**config.mk**
```make
export PLATFORM = sky130hd
export DESIGN_NAME = ex_mem_stage
export DESIGN_NICKNAME = d
export VERILOG_FILES = /design/src/rtl/ex_mem_stage.sv
export SDC_FILE = /design/constraint.sdc
export NUM_CORES = 1
export LEC_CHECK = 0
export ABC_AREA = 1
export CELL_PAD_IN_SITES_DETAIL_PLACEMENT = 1
export CELL_PAD_IN_SITES_GLOBAL_PLACEMENT = 2
export CORE_MARGIN = 5
export CORE_UTILIZATION = 25
export DETAILED_ROUTE_END_ITERATION = 7
export GPL_TIMING_DRIVEN = 0
export PLACE_DENSITY_LB_ADDON = 0.2
export RECOVER_POWER = 50
export SYNTH_ARGS = -nofsm -noshare
export SYNTH_HDL_FRONTEND = slang
export SYNTH_SLANG_ARGS = --single-unit
```
**constraint.sdc**
```tcl
create_clock -name clk_i -period 20.8 [get_ports clk_i]
set_input_delay 4.16 -clock clk_i [delete_from_list [all_inputs] [get_ports clk_i]]
set_output_delay 4.16 -clock clk_i [all_outputs]
set_load 0.005 [all_outputs]
```
**src/rtl/ex_mem_stage.sv**
```systemverilog
// EX/MEM pipeline register with conditional-branch / jump resolution.
// Registers execute-stage results and control for the memory stage, feeds
// rd/regwrite/result back to forwarding, and pulses redirect_o for one cycle
// when a branch or jump is taken.
// Optional build macro EX_MEM_BRANCH_STATS_EN adds branch_cnt_o/taken_cnt_o
// counters of loaded conditional branches and of the taken ones.
module ex_mem_stage #(
  parameter int unsigned                XLEN         = 64,
  parameter int unsigned                ITYPE_W      = 3,
  parameter logic [ITYPE_W-1:0]         BRANCH_ITYPE = ITYPE_W'(4),
  parameter logic [ITYPE_W-1:0]         JUMP_ITYPE   = ITYPE_W'(5)
) (
`ifdef EX_MEM_BRANCH_STATS_EN
  output logic [31:0]          branch_cnt_o,
  output logic [31:0]          taken_cnt_o,
`endif
  input  logic                 clk_i,
  input  logic                 reset_i,
  input  logic                 stall_i,
  input  logic                 flush_i,
  input  logic                 valid_i,
  input  logic [4:0]           rd_i,
  input  logic                 regwrite_i,
  input  logic                 memread_i,
  input  logic                 memwrite_i,
  input  logic                 memtoreg_i,
  input  logic [2:0]           funct3_i,
  input  logic [ITYPE_W-1:0]   itype_i,
  input  logic [XLEN-1:0]      branch_target_i,
  input  logic                 zero_i,
  input  logic                 ltz_i,
  input  logic [XLEN-1:0]      alu_result_i,
  input  logic [XLEN-1:0]      store_data_i,
  output logic                 valid_o,
  output logic [4:0]           rd_o,
  output logic                 regwrite_o,
  output logic                 memread_o,
  output logic                 memwrite_o,
  output logic                 memtoreg_o,
  output logic [2:0]           funct3_o,
  output logic [XLEN-1:0]      alu_result_o,
  output logic [XLEN-1:0]      store_data_o,
  output logic                 redirect_o,
  output logic [XLEN-1:0]      redirect_target_o
);

  localparam logic [2:0] F3_BEQ = 3'b000;
  localparam logic [2:0] F3_BNE = 3'b001;
  localparam logic [2:0] F3_BLT = 3'b100;
  localparam logic [2:0] F3_BGE = 3'b101;

  logic r_valid;
  logic [4:0] r_rd;
  logic r_regwrite;
  logic r_memread;
  logic r_memwrite;
  logic r_memtoreg;
  logic [2:0] r_funct3;
  logic [XLEN-1:0] r_alu_result;
  logic [XLEN-1:0] r_store_data;
  logic r_redirect;
  logic [XLEN-1:0] r_redirect_target;

  logic w_is_branch;
  logic w_cond;
  logic w_taken;

  // Branch condition from funct3 and ALU flags; jumps are always taken
  always_comb begin
    w_cond = 1'b0;
    case (funct3_i)
      F3_BEQ:  w_cond = zero_i;
      F3_BNE:  w_cond = ~zero_i;
      F3_BLT:  w_cond = ltz_i;
      F3_BGE:  w_cond = ~ltz_i;
      default: w_cond = 1'b0;
    endcase
    w_is_branch = valid_i && (itype_i == BRANCH_ITYPE);
    w_taken     = (w_is_branch && w_cond) || (valid_i && (itype_i == JUMP_ITYPE));
  end

  // Stage register: reset > flush > stall > load
  always_ff @(posedge clk_i or posedge reset_i) begin
    if (reset_i) begin
      r_valid           <= 1'b0;
      r_rd              <= '0;
      r_regwrite        <= 1'b0;
      r_memread         <= 1'b0;
      r_memwrite        <= 1'b0;
      r_memtoreg        <= 1'b0;
      r_funct3          <= '0;
      r_alu_result      <= '0;
      r_store_data      <= '0;
      r_redirect        <= 1'b0;
      r_redirect_target <= '0;
    end else if (flush_i) begin
      r_valid    <= 1'b0;
      r_regwrite <= 1'b0;
      r_memread  <= 1'b0;
      r_memwrite <= 1'b0;
      r_redirect <= 1'b0;
    end else if (stall_i) begin
      r_redirect <= 1'b0;
    end else begin
      r_valid      <= valid_i;
      r_rd         <= rd_i;
      r_regwrite   <= valid_i & regwrite_i;
      r_memread    <= valid_i & memread_i;
      r_memwrite   <= valid_i & memwrite_i;
      r_memtoreg   <= valid_i & memtoreg_i;
      r_funct3     <= funct3_i;
      r_alu_result <= alu_result_i;
      r_store_data <= store_data_i;
      r_redirect   <= w_taken;
      if (w_taken) begin
        r_redirect_target <= branch_target_i;
      end
    end
  end

`ifdef EX_MEM_BRANCH_STATS_EN
  logic [31:0] r_branch_cnt;
  logic [31:0] r_taken_cnt;

  // Count conditional branches (and taken ones) that actually enter the stage
  always_ff @(posedge clk_i or posedge reset_i) begin
    if (reset_i) begin
      r_branch_cnt <= '0;
      r_taken_cnt  <= '0;
    end else if (!flush_i && !stall_i && w_is_branch) begin
      r_branch_cnt <= r_branch_cnt + 32'd1;
      if (w_cond) begin
        r_taken_cnt <= r_taken_cnt + 32'd1;
      end
    end
  end

  assign branch_cnt_o = r_branch_cnt;
  assign taken_cnt_o  = r_taken_cnt;
`endif

  assign valid_o           = r_valid;
  assign rd_o              = r_rd;
  assign regwrite_o        = r_regwrite;
  assign memread_o         = r_memread;
  assign memwrite_o        = r_memwrite;
  assign memtoreg_o        = r_memtoreg;
  assign funct3_o          = r_funct3;
  assign alu_result_o      = r_alu_result;
  assign store_data_o      = r_store_data;
  assign redirect_o        = r_redirect;
  assign redirect_target_o = r_redirect_target;

endmodule

```
==> run metrics, run 1 <==
hold worst-path end redirect_target_o[19]; Post-CTS Setup Inserts 0; router iterations before antenna repair 4; largest net degree at the start of global routing 107; Gate Count Post-Synth 605; Req. time, crit path 20.60 ns; Comb pwr share 23.5%; VDD IR max 0.0507 mV; Synth top area share 66.0%; Clock power frac 35.0%; DIE AREA 34,900 um^2; Area growth syn-to-layout 70.3%; Overflow after GRT 0; failing checks max-capacitance violations, max-slew violations; Period minus WS final 7.64 ns; number of max-cap violations 1; hold path depth 2; Worst slew margin -217%; setup TNS 0 ns; Die X 187 um; post-detailed-placement half-perimeter wirelength 22,900 um; worst-margin pin slew 4.72 ns; worst reg2reg path startpoint alu_result_o[36]; Remaining DRCs 0; clock-pin slew on the worst setup and hold paths 0.05 ns; Std-Cell Rows 64; CP arrival 7.44 ns; vias 6,343; type of destination of the critical path asynchronous set/reset pin; Final setup viols 0; first-pass GRT wire length 45,000 um; DP Cell Count 1,421; share of layout cells above drive strength 1 18.0%; Ys Warns 0; Root Buffer clkbuf_16; Leak 5.78 nW; RSZ-0062 raised after global routing false; post-synth top area cell dfrtp_1; vias per cell 4.33; main combinational cell family by area after synthesis multiplexers; syn_nets 819; Internal 906 uW; Post-Layout Cell Count 1,466; switching share of power 25.1%; fmax 131 MHz; final hold slack 0.463 ns; Setup Skew 0 ns; hold buffers post-CTS 0; CP peak stage delay 2.63 ns; pwr dens 90.9 nW/um^2; vias in the first global route 6,998; TritonCTS Buffers 27; XOR/XNOR Fraction of Synth Area 0%; cells on worst reg2reg path 1; Slowest cell on crit path clkinvlp_2; CP top delay family buffers and inverters; Worst Path Buf+Inv 2; setup slack after layout 13.16 ns; Core Footprint 30,700 um^2; Post-Synth Simple-Gate Area 11.9%; Post-Synth Adder-Cell Area 0%; Starting Density 25.4%; CTS tree yes; register area share after synthesis 66.0%; clock buffer depth 3; crit share post-route 36.7%; synthesized area per cell 12.9 um^2; HP Start redirect_target_o[19]; RePlAce Congestion 0.750; Post-Place Setup Slack 14.57 ns; GRT Util Overall 16.4%; Clk Latency, worst-skew pair 0.53 ns; Num Clock Sinks 206; compound-cell area share of the yosys netlist 0.256%; final WL 29,500 um; Slew Limit Fails 101; element type at the critical path start input port; io pins 420; Post-Syn Area 7810 um^2; count of input and output buffers 419; Net count, final 1,268; antenna violations before repair 7; Final Hold Fails 0; CP cell instances dlygate4sd3_1, clkinvlp_2; Reg-to-Reg End alu_result_o[36]; DIE HEIGHT 187 um; status finished, violations left; DRT antenna net count 0; # resized after CTS 0; Area contributors post-synth dfrtp_1 66%, mux2_2 19%, nand2_1 6.7%; 1st-iter DRT viols 203; worst-path fanout max 101; R2R setup slack 20.02 ns; CTS H-tree lvls 1; #FFs+latches synth 206; HP Class flip-flop to flip-flop; wire per inst 20.1 um; Psw 303 uW; Setup Crit Path Kind input port to asynchronous set/reset pin; post-synthesis mux area share 19.2%; Reg power frac 41.6%; Synth cell types 13
-- routing by layer --
metal	wire length, um	part of all wire [%]	GRT usage [%]	vias up
li1	-	-	-	2935
met1	11200	38	18.4	3083
met2	14500	49	28.4	263
met3	2830	9.6	7.25	54
met4	893	3.0	4.69	8
met5	46	0.16	0	-
-- placed cells by master (no fill, tap or decap), drive strengths merged --
master,Yosys,final
clkdlybuf4s50,0,392
dfrtp,206,206
nand2,140,140
mux2,133,133
nand3,74,74
clkbuf,2,51
dlygate4sd3,0,27
buf,34,26
inv,7,7
nor2,4,4
diode,0,3
a21oi,3,3
nor3b,1,1
clkinvlp,0,1
o21ai,1,1
clkinv,0,1
-- synthesized netlist by cell type --
cell type / instances
o21ai_0: 1
dfrtp_1: 206
buf_1: 1
nor3b_2: 1
clkbuf_1: 2
nor2_1: 3
nor2_4: 1
inv_1: 7
a21oi_1: 3
nand3_1: 74
mux2_2: 133
nand2_1: 140
buf_2: 33
-- state kept, by name (all words and copies together) (netlist names) --
| register | cells |
|---|---|
| rd_o | 5 |
| redirect_o | 1 |
| funct3_o | 3 |
| alu_result_o | 64 |
| valid_o | 1 |
| memtoreg_o | 1 |
| memread_o | 1 |
| store_data_o | 64 |
| memwrite_o | 1 |
| regwrite_o | 1 |
| redirect_target_o | 64 |
-- logic make-up after synthesis --
kind of cell           Yosys count
AND/OR/NAND/NOR                219
flip-flops                     206
multiplexers                   133
buffers and inverters           43
AO/OA/AOI/OAI                    4
-- layout make-up --
type                    count  area (um^2)
fillers                  3296        17500
flip-flops and latches    206         5150
repair buffers            420         4220
multi-input cells         356         2440
clock buffers              40          764
well taps                 396          495
plain buffers              36          165
inverters                   7         27.5
clock inverters             2         25.0
diodes                      3         7.51
-- power by group through the flow --
stage          logic (mW)  registers (mW)  clock network, mW
2_1_floorplan      0.0732           0.513                  0
5_1_grt             0.307           0.511              0.456
4_1_cts             0.295           0.504              0.439
3_3_place_gp        0.290           0.506                  0
3_5_place_dp        0.293           0.509                  0
6_report            0.284           0.502              0.422
-- worst max path at each step --
stage / slack (ns) / startpoint / cells after the start / end
after floorplan: 11.02 / reset_i / 1 / alu_result_o[0]
after global placement: 7.43 / reset_i / 2 / alu_result_o[0]
after detailed placement: 14.57 / stall_i / 8 / redirect_target_o[5]
after CTS: 15.08 / funct3_o[2] / 1 / funct3_o[2]
after global routing: 12.22 / reset_i / 2 / redirect_target_o[54]
final: 13.16 / reset_i / 2 / redirect_target_o[41]
-- stage by stage --
| stage | utilization [%] | power (mW) | instance area (um^2) |
|---|---|---|---|
| 2_1_floorplan | - | 0.586 | 7810 |
| 3_3_place_gp | 40.6 | 0.797 | 12500 |
| 3_5_place_dp | 40.8 | 0.803 | 12500 |
| 4_1_cts | 43.3 | 1.24 | 13300 |
| 5_1_grt | 43.2 | 1.27 | 13300 |
| 6_report | 43.2 | 1.21 | 13300 |
Note: power is estimated with default switching activity, not from simulation.
==> run 2, diff against run 1 <==
Settings changed: CORE_UTILIZATION 25 to 21.
Clock period 20.8 ns to 6.5 ns, I/O delays scaled along.
==> run 2 against run 1 <==
Effect of this change:
- the flow still finishes with violations (max-capacitance violations, max-slew violations)
- combinational power increased to 3.2 times the previous value
- sequential share of layout area decreased by 0.54 points
- clock skew unchanged
- global-route usage decreased by 2.2 points
- routed wire length increased by 2.1%
- die area increased by 18%
- non-clock buffer count increased by 5
==> run metrics, run 2 (same netlist as run 1, synthesis figures left out) <==
Leak 5.85 nW (+1.1%); Core Footprint 36,700 um^2 (+19%); Post-CTS Setup Inserts 0 (unchanged); Die X 203 um (+8.6%); Slowest cell on crit path clkbuf_1; Req. time, crit path 6.74 ns (-13.86 ns); setup slack after layout 2.89 ns (-10.28 ns); worst-margin pin slew 2.05 ns (-2.67 ns); type of destination of the critical path asynchronous set/reset pin; failing checks max-capacitance violations, max-slew violations; number of max-cap violations 2 (+1); CP peak stage delay 1.52 ns (-1.11 ns); total power 3.92 mW (+220%); utilization after layout 36.7% (-6.5 points); largest net degree at the start of global routing 40 (-63%); DRT antenna net count 0 (unchanged); share of layout cells above drive strength 1 18.7% (+0.67 points); antenna violations before repair 1 (-6); Setup Crit Path Kind input port to asynchronous set/reset pin; Reg-to-Reg End alu_result_o[23]; CP arrival 3.85 ns (-3.59 ns); final WL 30,100 um (+2.1%); worst-path fanout max 34 (-66%); final hold slack 0.469 ns (+0.00586 ns); Clk Latency, worst-skew pair 0.54 ns (about the same); VDD IR max 0.169 mV (+230%); hold buffers post-CTS 0 (unchanged); post-detailed-placement half-perimeter wirelength 23,700 um (+3.6%); clock buffer depth 3 (unchanged); GRT Util Overall 14.2% (-2.2 points); Setup Skew 0 ns (unchanged); Starting Density 21.3% (-4.1 points); first-pass GRT wire length 45,400 um (+1.0%); Final setup viols 0 (unchanged); clock-pin slew on the worst setup and hold paths 0.05 ns (about the same); CP cell instances dlygate4sd3_1, clkinvlp_2, clkbuf_1; Net count, final 1,273 (+0.39%); HP Class flip-flop to flip-flop; DP Cell Count 1,498 (+5.4%); RePlAce Congestion 0.732 (-2.5%); most common cell after layout, fill and taps aside clkdlybuf4s50_1; TritonCTS Buffers 27 (unchanged); router iterations before antenna repair 4 (unchanged); hold path depth 2 (unchanged); # resized after CTS 0 (unchanged); commonest cells after routing, fill and taps aside 392 x clkdlybuf4s50_1, 206 x dfrtp_1, 140 x nand2_1; hold worst-path end redirect_target_o[52]; DIE HEIGHT 203 um (+8.6%); Std-Cell Rows 70 (+9.4%); worst reg2reg path startpoint alu_result_o[23]; Root Buffer clkbuf_16; crit share post-route 55.6%; vias in the first global route 7,084 (+1.2%); RSZ-0062 raised after global routing false; Overflow after GRT 0 (unchanged); status finished, violations left; dpl cell area 12,700 um^2 (+1.4%); wire per inst 19.5 um (-3.2%); Worst slew margin -36.7% (+180 points); 1st-iter DRT viols 120 (-41%); HP Start redirect_target_o[52]; vias per cell 4.10 (-5.3%); setup TNS 0 ns (unchanged); fmax 277 MHz; Period minus WS final 3.61 ns; Final Hold Fails 0 (unchanged); fill cell count 4,010 (+22%); Remaining DRCs 0 (unchanged); cells on worst reg2reg path 1 (unchanged); CTS tree yes; Post-Place Setup Slack 3.05 ns (-11.52 ns); R2R setup slack 5.70 ns (-14.32 ns); Num Clock Sinks 206 (unchanged); DIE AREA 41,100 um^2 (+18%); element type at the critical path start input port; CTS H-tree lvls 1 (unchanged); design area 13,500 um^2 (+1.4%); io pins 420 (unchanged); Area growth syn-to-layout 72.8%; pwr dens 291 nW/um^2 (+220%); Slew Limit Fails 62 (-39%); Post-Layout Cell Count 1,546 (+5.5%); vias 6,336 (-0.11%); count of input and output buffers 419 (unchanged)
[run 2: cell count changes in the layout (fill, tap and decap cells not counted), moves of 2 or more]
cell      change
clkinv_2      +4
clkbuf_8      +3
buf_12        +4
diode_2       -2
[run 2: area by class of cell]
cell class | count | area, um^2 | share of cell area (%)
Multi-Input combinational cell | 356 | 2440 | 18.1
Timing Repair Buffer | 425 | 4280 | 31.7
Clock inverter | 6 | 33.8 | 0.251
Antenna cell | 1 | 2.50 | 0.0186
Inverter | 7 | 27.5 | 0.204
Sequential cell | 206 | 5150 | 38.2
Buffer | 36 | 165 | 1.22
Tap cell | 468 | 586 | 4.34
Clock buffer | 41 | 798 | 5.92
[run 2: metal layers]
| layer | GRT usage (%) | up-vias | part of all wire (%) |
|---|---|---|---|
| li1 | - | 2944 | - |
| met2 | 23.2 | 278 | 46 |
| met4 | 3.32 | 2 | 2.4 |
| met1 | 16.6 | 3071 | 40 |
| met3 | 7.47 | 41 | 12 |
| met5 | 0 | - | 0.043 |
[run 2: critical path, delay by kind of cell]
kind / cells / cell delay (ns)
buffers and inverters: 3 / 2.52
[run 2: report_power, final]
group	leakage (nW)	internal [mW]	switching (mW)
Clock	0.415	0.838	0.568
Combinational	2.93	0.598	0.313
Sequential	2.50	1.50	0.109
[run 2: worst max-delay path by stage]
stage,start,end,slack [ns],cells after the start
final,reset_i,store_data_o[16],2.89,3
after detailed placement,stall_i,redirect_target_o[7],3.05,8
after CTS,stall_i,redirect_target_o[7],3.62,8
after global routing,reset_i,store_data_o[16],2.35,3
after global placement,reset_i,redirect_target_o[24],0.35,2
after floorplan,reset_i,alu_result_o[0],2.53,1
==> run 3, diff against run 2 <==
Settings changed: CORE_UTILIZATION 21 to 23.
Clock period 6.5 ns to 3.7 ns, I/O delays scaled along.
==> run 3 against run 2 <==
Effect of this change:
- the flow now finishes without violations
- sequential power up 75%
- via count up 0.58%
- die area is 8.3% lower
==> run metrics, run 3 (same netlist as run 1, synthesis figures left out) <==
Num Clock Sinks 206 (unchanged); CP cell instances dlygate4sd3_1, nor2_1, clkbuf_1, buf_2, mux2_2; Final setup viols 0 (unchanged); HP Class flip-flop to flip-flop; clock-pin slew on the worst setup and hold paths 0.06 ns (about the same); CP Launch Point stall_i; first-pass GRT wire length 45,400 um (unchanged); DIE AREA 37,700 um^2 (-8.3%); TritonCTS Buffers 26 (-3.7%); worst-path fanout max 10 (-71%); Worst slew margin 25.3% (+62 points); HP Start redirect_target_o[38]; vias in the first global route 7,135 (+0.72%); router iterations before antenna repair 4 (unchanged); Req. time, crit path 4.10 ns (-2.64 ns); crit share post-route 77.3%; Overflow after GRT 0 (unchanged); CP arrival 3.26 ns (-0.59 ns); antenna violations before repair 8 (+7); count of input and output buffers 419 (unchanged); Area growth syn-to-layout 73.9%; largest net degree at the start of global routing 39 (-2.5%); io pins 420 (unchanged); # resized after CTS 0 (unchanged); Setup Skew 0 ns (unchanged); share of layout cells above drive strength 1 19.7% (+1.0 points); Root Buffer clkbuf_16; utilization after layout 40.5% (+3.7 points); CP peak stage delay 0.65 ns (-0.87 ns); Clk Latency, worst-skew pair 0.51 ns (-0.03 ns); dpl cell area 12,700 um^2 (-0.20%); Setup Crit Path Kind input port to flip-flop; vias per cell 4.17 (+1.8%); hold buffers post-CTS 0 (unchanged); Starting Density 23.3% (+2.0 points); type of destination of the critical path flip-flop; vias 6,373 (+0.58%); Die X 194 um (-4.2%); design area 13,600 um^2 (+0.66%); Post-CTS Setup Inserts 0 (unchanged); CTS H-tree lvls 1 (unchanged); commonest cells after routing, fill and taps aside 389 x clkdlybuf4s50_1, 206 x dfrtp_1, 140 x nand2_1; Post-Layout Cell Count 1,527 (-1.2%); number of max-cap violations 0 (-2); Slowest cell on crit path nor2_1; 1st-iter DRT viols 126 (+5.0%); VDD IR max 0.306 mV (+81%); status finished clean; Net count, final 1,272 (-0.079%); worst reg2reg path startpoint store_data_o[50]; RSZ-0062 raised after global routing false; pwr dens 522 nW/um^2 (+80%); Core Footprint 33,500 um^2 (-8.6%); DP Cell Count 1,478 (-1.3%); Leak 5.90 nW (+0.94%); worst-margin pin slew 1.12 ns (-0.935 ns); final WL 29,400 um (-2.3%); Remaining DRCs 0 (unchanged); Period minus WS final 2.86 ns; wire per inst 19.3 um (-1.1%); most common cell after layout, fill and taps aside clkdlybuf4s50_1; post-detailed-placement half-perimeter wirelength 23,100 um (-2.8%); DRT antenna net count 0 (unchanged); Std-Cell Rows 67 (-4.3%); RePlAce Congestion 0.717 (-2.0%); fmax 350 MHz; Slew Limit Fails 0 (-100%); DIE HEIGHT 194 um (-4.2%); Final Hold Fails 0 (unchanged); GRT Util Overall 15.2% (+1.0 points); clock buffer depth 3 (unchanged); element type at the critical path start input port; CTS tree yes
run 3: changes by cell type in the layout (fill, tap and decap cells not counted), sizes merged:
cell,change
dlygate4sd3,+3
bufinv,+3
clkdlybuf4s50,-3
inv,-1
buf,+5
diode,+1
clkbuf,-7
run 3: final timing paths:
| path | slack (ns) | to | cells past startpoint |
|---|---|---|---|
| min in group asynchronous | 0.90 | redirect_target_o[11] | 2 |
| min | 0.47 | redirect_target_o[38] | 2 |
| max reg2reg | 2.94 | store_data_o[50] | 1 |
| max in group asynchronous | 1.09 | redirect_target_o[54] | 4 |
| max | 0.84 | store_data_o[47] | 5 |
| min reg2reg | 0.47 | redirect_target_o[38] | 2 |
run 3: metal layers:
layer	vias to the layer above	global-route usage [%]	wire, um
met3	56	7.44	3200
met1	3090	17.5	11400
met5	-	0	76
met2	273	25.6	13900
li1	2942	-	-
met4	12	3.65	775
run 3: cell type report:
class | count | area (um^2)
clock inverters | 8 | 115
inverters | 7 | 27.5
fillers | 3602 | 20000
diodes | 2 | 5.00
plain buffers | 36 | 170
clock buffers | 39 | 801
multi-input cells | 356 | 2440
flip-flops and latches | 206 | 5150
repair buffers | 425 | 4300
well taps | 448 | 561
run 3: power by group:
part	switching [mW]	leakage (nW)	internal, mW
clock	0.989	0.457	1.69
sequential	0.189	2.50	2.63
combinational	0.537	2.95	1.05
run 3: worst max-delay path, delay by kind of cell:
family	cells	cell delay (ns)
multiplexers	1	0.37
buffers and inverters	3	1.49
AND/OR/NAND/NOR	1	0.65
run 3: stage by stage:
step	setup WS, ns	power (mW)	setup TNS, ns	hold WS [ns]
floorplan	0.288	3.30	0	0.465
global placement	-1.81	4.47	-367.97	0.453
detailed placement	0.797	4.51	0	0.459
CTS	1.36	7.28	0	0.473
global route	0.623	7.49	0	0.493
finish	0.840	7.09	0	0.469
